===== config.mk =====
export PLATFORM = sky130hd
export DESIGN_NAME = alu
export DESIGN_NICKNAME = d
export VERILOG_FILES = /design/src/rtl/alu.sv
export SDC_FILE = /design/constraint.sdc
export NUM_CORES = 1
export LEC_CHECK = 0
export ABC_AREA = 1
export BUFFER_PORTS_ARGS = -buffer_cell sky130_fd_sc_hd__clkbuf_2
export CORE_MARGIN = 4
export CORE_UTILIZATION = 49
export DETAILED_ROUTE_END_ITERATION = 6
export PLACE_DENSITY = 0.76
export SLEW_MARGIN = 0
export SYNTH_ARGS = -nofsm -noshare
export SYNTH_HDL_FRONTEND = slang
export SYNTH_SLANG_ARGS = --single-unit

===== constraint.sdc =====
create_clock -name clk -period 0.8 [get_ports clk]
set_input_delay 0.08 -clock clk [delete_from_list [all_inputs] [get_ports clk]]
set_output_delay 0.08 -clock clk [all_outputs]
set_load 0.03 [all_outputs]

===== src/rtl/alu.sv =====
// ---------------------------------------------------------------------------
// alu : registered WIDTH-bit arithmetic/logic unit with status flags
// rev 1.0 : initial release
// ---------------------------------------------------------------------------
`default_nettype none

module alu #(
  parameter int WIDTH = 4
) (
  input  logic             clk,
  input  logic             rst,
  input  logic             in_valid,
  input  logic [WIDTH-1:0] A,
  input  logic [WIDTH-1:0] B,
  input  logic [2:0]       sel,
  output logic [WIDTH-1:0] result,
  output logic             out_valid,
  output logic             carry,
  output logic             zero,
  output logic             negative,
  output logic             overflow
);

  localparam logic [2:0] OP_ADD = 3'b000;
  localparam logic [2:0] OP_SUB = 3'b001;
  localparam logic [2:0] OP_AND = 3'b010;
  localparam logic [2:0] OP_OR  = 3'b011;
  localparam logic [2:0] OP_NOT = 3'b100;
  localparam logic [2:0] OP_XOR = 3'b101;
  localparam logic [2:0] OP_SHL = 3'b110;
  localparam logic [2:0] OP_SHR = 3'b111;

  // One extra bit so bit WIDTH is the add carry-out / subtract borrow.
  logic [WIDTH:0]   w_sum;
  logic [WIDTH:0]   w_diff;
  logic [WIDTH-1:0] result_d;
  logic             carry_d;
  logic             overflow_d;
  logic [WIDTH-1:0] result_q;
  logic             out_valid_q;
  logic             carry_q;
  logic             zero_q;
  logic             negative_q;
  logic             overflow_q;

  assign w_sum  = {1'b0, A} + {1'b0, B};
  assign w_diff = {1'b0, A} - {1'b0, B};

  always_comb begin
    result_d   = '0;
    carry_d    = 1'b0;
    overflow_d = 1'b0;
    unique case (sel)
      OP_ADD: begin
        result_d   = w_sum[WIDTH-1:0];
        carry_d    = w_sum[WIDTH];
        overflow_d = (A[WIDTH-1] == B[WIDTH-1]) && (w_sum[WIDTH-1] != A[WIDTH-1]);
      end
      OP_SUB: begin
        result_d   = w_diff[WIDTH-1:0];
        carry_d    = w_diff[WIDTH];
        overflow_d = (A[WIDTH-1] != B[WIDTH-1]) && (w_diff[WIDTH-1] != A[WIDTH-1]);
      end
      OP_AND: result_d = A & B;
      OP_OR:  result_d = A | B;
      OP_NOT: result_d = ~A;
      OP_XOR: result_d = A ^ B;
      OP_SHL: begin
        result_d = {A[WIDTH-2:0], 1'b0};
        carry_d  = A[WIDTH-1];
      end
      OP_SHR: begin
        result_d = {1'b0, A[WIDTH-1:1]};
        carry_d  = A[0];
      end
      default: result_d = '0;
    endcase
  end

  // Flags only update with an accepted op, so they always describe result_q.
  always_ff @(posedge clk or posedge rst) begin
    if (rst) begin
      result_q    <= '0;
      out_valid_q <= 1'b0;
      carry_q     <= 1'b0;
      zero_q      <= 1'b0;
      negative_q  <= 1'b0;
      overflow_q  <= 1'b0;
    end else begin
      out_valid_q <= in_valid;
      if (in_valid) begin
        result_q   <= result_d;
        carry_q    <= carry_d;
        zero_q     <= ~|result_d;
        negative_q <= result_d[WIDTH-1];
        overflow_q <= overflow_d;
      end
    end
  end

  assign result    = result_q;
  assign out_valid = out_valid_q;
  assign carry     = carry_q;
  assign zero      = zero_q;
  assign negative  = negative_q;
  assign overflow  = overflow_q;

endmodule

`default_nettype wire


==> results of run 1 <==
kinds of logic after synthesis:
group	count (synthesis)	share of synthesized area, %
buffers and inverters	28	11.8
AO/OA/AOI/OAI	16	7.95
flip-flops	8	18.2
adder cells (fa/ha/maj)	18	21.8
AND/OR/NAND/NOR	99	40.2
stage by stage:
stage | setup WS (ns) | setup TNS, ns | hold slack (ns)
2_1_floorplan | -0.486 | -2.53 | -0.104
3_3_place_gp | -0.800 | -4.71 | 0.00460
3_5_place_dp | -0.833 | -4.98 | 0.0323
4_1_cts | -0.398 | -2.91 | 0.00797
cells in the mapped netlist:
cell	count	area share [%]
or2_1	1	0.57
a22oi_1	1	0.68
inv_2	2	0.68
nor2_4	2	2.0
a21oi_1	6	2.7
nor2_2	1	0.57
o21ai_1	2	0.91
nor3_1	2	0.91
dfrtp_1	8	18
o21ai_0	5	2.3
buf_6	2	2.0
nand2_1	49	17
o211ai_1	2	1.4
inv_4	1	0.57
clkinv_1	1	0.34
buf_4	2	1.4
fa_1	2	3.6
nor2_1	18	6.1
nand3_1	13	5.9
nand4_1	11	6.3
nand2_2	2	1.1
inv_1	20	6.8
ha_1	16	18
what timing repair did:
action	CTS
endpoints found under the setup margin	16
buffers inserted	5
pin swaps	25
endpoints found under the hold margin	8
gates resized for setup	61
hold buffers	1
==> impl_metrics.env, run 1 <==
export IMPL_status="did not finish"
export IMPL_haltStage="global routing (5_1_grt)"
export IMPL_error="[ERROR DPL-0038] Utilization greater than 100%, impossible to legalize"
export IMPL_grt_worst_endpoint="zero$_DFFE_PP0P_/D"
export IMPL_yosysSeqAreaShare_pct=18.2
export IMPL_cts_root_buffer="clkbuf_4"
export IMPL_syn_nets=201
export IMPL_gp_congestion=0.952
export IMPL_rows=16
export IMPL_cts_made_buffers=3
export IMPL_cts_sinks=8
export IMPL_num_io_pins=23
export IMPL_synthCells=169
export IMPL_synth_area_per_cell_um2=6.52
export IMPL_port_buffers=22
export IMPL_synth_warning_count=0
export IMPL_ys_ff_latch=8
export IMPL_syn_area_mm2=0.00110
export IMPL_place_area_mm2=0.00153
export IMPL_worstEpCategory="sequential cell input"
export IMPL_initial_core_util_pct=53.9
export IMPL_grt_max_degree=14
export IMPL_clock_path_buffers=2
export IMPL_die_w_um=55.4
export IMPL_synthDistinctLibCells=23
export IMPL_die_h_um=55.4
export IMPL_dp_hpwl_um=2740
export IMPL_post_place_cells=242
export IMPL_htreeDepth=1
==> inputs of run 2 (changes only) <==
--- a/config.mk
+++ b/config.mk
@@ -7,10 +7,10 @@
 export LEC_CHECK = 0
 export ABC_AREA = 1
 export BUFFER_PORTS_ARGS = -buffer_cell sky130_fd_sc_hd__clkbuf_2
-export CORE_MARGIN = 4
-export CORE_UTILIZATION = 49
+export CORE_AREA = 4 4 65 67
 export DETAILED_ROUTE_END_ITERATION = 6
-export PLACE_DENSITY = 0.76
+export DIE_AREA = 0 0 69 71
+export PLACE_DENSITY_LB_ADDON = 0.15
 export SLEW_MARGIN = 0
 export SYNTH_ARGS = -nofsm -noshare
 export SYNTH_HDL_FRONTEND = slang
==> constraint.sdc (replaced) <==
create_clock -name clk -period 1 [get_ports clk]
set_input_delay 0.1 -clock clk [delete_from_list [all_inputs] [get_ports clk]]
set_output_delay 0.1 -clock clk [all_outputs]
set_load 0.03 [all_outputs]
==> run 2 against run 1 <==
  * The flow now finishes, with violations (negative setup slack)
  * Synthesized cell count did not move
  * Synthesized area did not move
==> impl_metrics.env, run 2 <==
export IMPL_period_share_pct=129
export IMPL_crit_path_end_kind="register"
export IMPL_worst_slack_ns=-0.285
export IMPL_cts_sinks=8
export IMPL_layout_nets=257
export IMPL_yosysSeqAreaShare_pct=18.2
export IMPL_layout_min_cycle_time_ns=1.29
export IMPL_initial_core_util_pct=30.3
export IMPL_fmaxAchievable_mhz=778
export IMPL_critPathTopFamily="adder cells"
export IMPL_gp_congestion=0.938
export IMPL_die_area_mm2=0.00490
export IMPL_clock_path_buffers=2
export IMPL_grtUsageTotal_pct=13.4
export IMPL_layout_drive_gt1_share_pct=49.8
export IMPL_leakage_nw=0.906
export IMPL_synthCells=169
export IMPL_layout_commonest_cell="nand2_1"
export IMPL_slew_headroom_pct=78.6
export IMPL_drt_first_pass_iters=4
export IMPL_syn_nets=201
export IMPL_synth_edf_count=0
export IMPL_dp_hpwl_um=2640
export IMPL_vias_per_cell=4.82
export IMPL_critPathRequiredTime_ns=1.16
export IMPL_antenna_found_initial=0
export IMPL_die_w_um=69
export IMPL_hold_viol_final=0
export IMPL_synth_most_common_cell="nand2_1"
export IMPL_crit_fanout=3
export IMPL_path_class="input pin to register"
export IMPL_yosys_area_top_type_share_pct=18.2
export IMPL_violations="negative setup slack"
export IMPL_synth_warning_count=0
export IMPL_reg2reg_to="result[3]$_DFFE_PP0P_"
export IMPL_grt_max_degree=14
export IMPL_p_total_w=0.00163
export IMPL_cts_tree="built"
export IMPL_antenna_cells=0
export IMPL_synth_commonest_cells="nand2_1, inv_1, nor2_1"
export IMPL_clock_skew_ns=0
export IMPL_die_h_um=71
export IMPL_tightestPinTransition_ns=0.321
export IMPL_grt_pass1_wl_um=5520
export IMPL_holdCritPathClass="input pin to register"
export IMPL_whs_ns=0.0653
export IMPL_nFillCells=382
export IMPL_cts_made_buffers=3
export IMPL_place_ws_ns=-0.647
export IMPL_syn_area_mm2=0.00110
export IMPL_crit_end="carry$_DFFE_PP0P_"
export IMPL_dr_first_iter_drc_count=72
export IMPL_cp_depth=10
export IMPL_r2r_setup_slack_ns=0.35
export IMPL_final_cells=271
export IMPL_fin_util_pct=50.1
export IMPL_drcViolationCount=0
export IMPL_synth_top_area_cell="dfrtp_1"
export IMPL_cpMostUsedCell="nand2_1"
export IMPL_largest_reg_flops=4
export IMPL_core_mm2=0.00363
export IMPL_areaGrowthSynthToFinish_pct=65.3
export IMPL_ys_ff_latch=8
export IMPL_htreeDepth=1
export IMPL_synth_ff_type="dfrtp_1"
export IMPL_rsz0062_at_grt="true"
export IMPL_rows=22
export IMPL_slowest_delay_ns=0.35
export IMPL_path_cells="clkbuf_16 > ha_4 > inv_2 > fa_2 > or2_4 > nand2_2 > a21oi_2 > o211ai_1 > nand2_1 > nand2_1"
export IMPL_synthDistinctLibCells=23
export IMPL_clk_pin_slew_ns=0.04
export IMPL_num_io_pins=23
export IMPL_worstSkewPairLatency_ns=0.22
export IMPL_synthTopCellsByArea="dfrtp_1, ha_1, nand2_1, inv_1, nand4_1"
export IMPL_cap_violations=0
export IMPL_slew_violations=0
export IMPL_drtAntennaViolNets=0
export IMPL_path_buf_inv=2
export IMPL_critPathArrivalTime_ns=1.45
export IMPL_setup_violations=6
export IMPL_ff2ff_path_depth=2
export IMPL_post_place_cells=264
export IMPL_r2r_start="result[3]$_DFFE_PP0P_"
export IMPL_wl_um=3310
export IMPL_cp_start_kind="input pin"
export IMPL_worst_path_max_delay_cell="fa_2"
export IMPL_wl_per_cell_um=12.2
export IMPL_final_cell_mix="nand2_1, buf_4, clkbuf_2, nor2_1"
export IMPL_cp_startpoint="A[0]"
export IMPL_grt_overflow_total=0
export IMPL_port_buffers=22
export IMPL_status="finished with violations"
export IMPL_via_count=1305
export IMPL_synth_area_per_cell_um2=6.52
export IMPL_vdd_drop_max_v=0.000335
export IMPL_grt_pass1_vias=1290
export IMPL_p_per_area_mw_per_mm2=895
export IMPL_cts_root_buffer="clkbuf_8"
export IMPL_synthArstFlopShare_pct=100
run 2: cell counts after synthesis:
No cell type changed its count.
run 2: cells by family after synthesis:
logic type | after synthesis | share of synthesized area, %
AND/OR/NAND/NOR | 99 | 40.2
AO/OA/AOI/OAI | 16 | 7.95
adder cells (fa/ha/maj) | 18 | 21.8
flip-flops | 8 | 18.2
buffers and inverters | 28 | 11.8
run 2: power by group:
part | internal [W] | total [W] | leakage, nW | switching [W]
clock network | 0.000260 | 0.000383 | 0.0216 | 0.000123
logic | 0.000363 | 0.000859 | 0.783 | 0.000496
registers | 0.000364 | 0.000386 | 0.101 | 0.0000220
total | 0.000988 | 0.00163 | 0.906 | 0.000641
run 2: metal layers:
layer / vias to the layer above / share of wire [%] / global-route usage [%]
met1: 595 / 43 / 16.7
met4: 0 / 0.79 / 2.82
met2: 51 / 51 / 24.4
li1: 653 / - / -
met5: - / 0 / 0
met3: 6 / 5.2 / 2.13
run 2: layout make-up:
| class | instances | area (µm²) | share of cell area (%) |
|---|---|---|---|
| clock buffers | 3 | 41.3 | 2.27 |
| flip-flops and latches | 8 | 200 | 11.0 |
| multi-input cells | 133 | 961 | 52.8 |
| repair buffers | 55 | 440 | 24.2 |
| well taps | 48 | 60.1 | 3.30 |
| inverters | 24 | 118 | 6.46 |
run 2: metrics by stage:
stage | setup TNS, ns | cell area, µm²
detailed placement | -3.67 | 1520
CTS | -1.12 | 1710
global route | -1.59 | 1820
global placement | -3.52 | 1520
floorplan | -1.32 | 1160
finish | -1.16 | 1820
run 2: worst min-delay path by stage:
stage / depth (start not counted) / slack (ns) / endpoint / from
global route: 1 / 0.08 / out_valid$_DFF_PP0_ / in_valid
global placement: 2 / 0.03 / out_valid$_DFF_PP0_ / rst
detailed placement: 2 / 0.05 / result[0]$_DFFE_PP0P_ / rst
floorplan: 1 / -0.08 / carry$_DFFE_PP0P_ / rst
CTS: 1 / 0.07 / out_valid$_DFF_PP0_ / in_valid
finish: 1 / 0.07 / out_valid$_DFF_PP0_ / in_valid
run 2: timing repair:
action                     in CTS  in global routing
hold endpoints to repair        8                  0
pin swaps                      20                 16
resized for setup              32                 34
buffers inserted                3                  3
setup endpoints to repair       7                  7
hold buffers                    1                  0
Note: power is estimated with default switching activity, not from simulation.
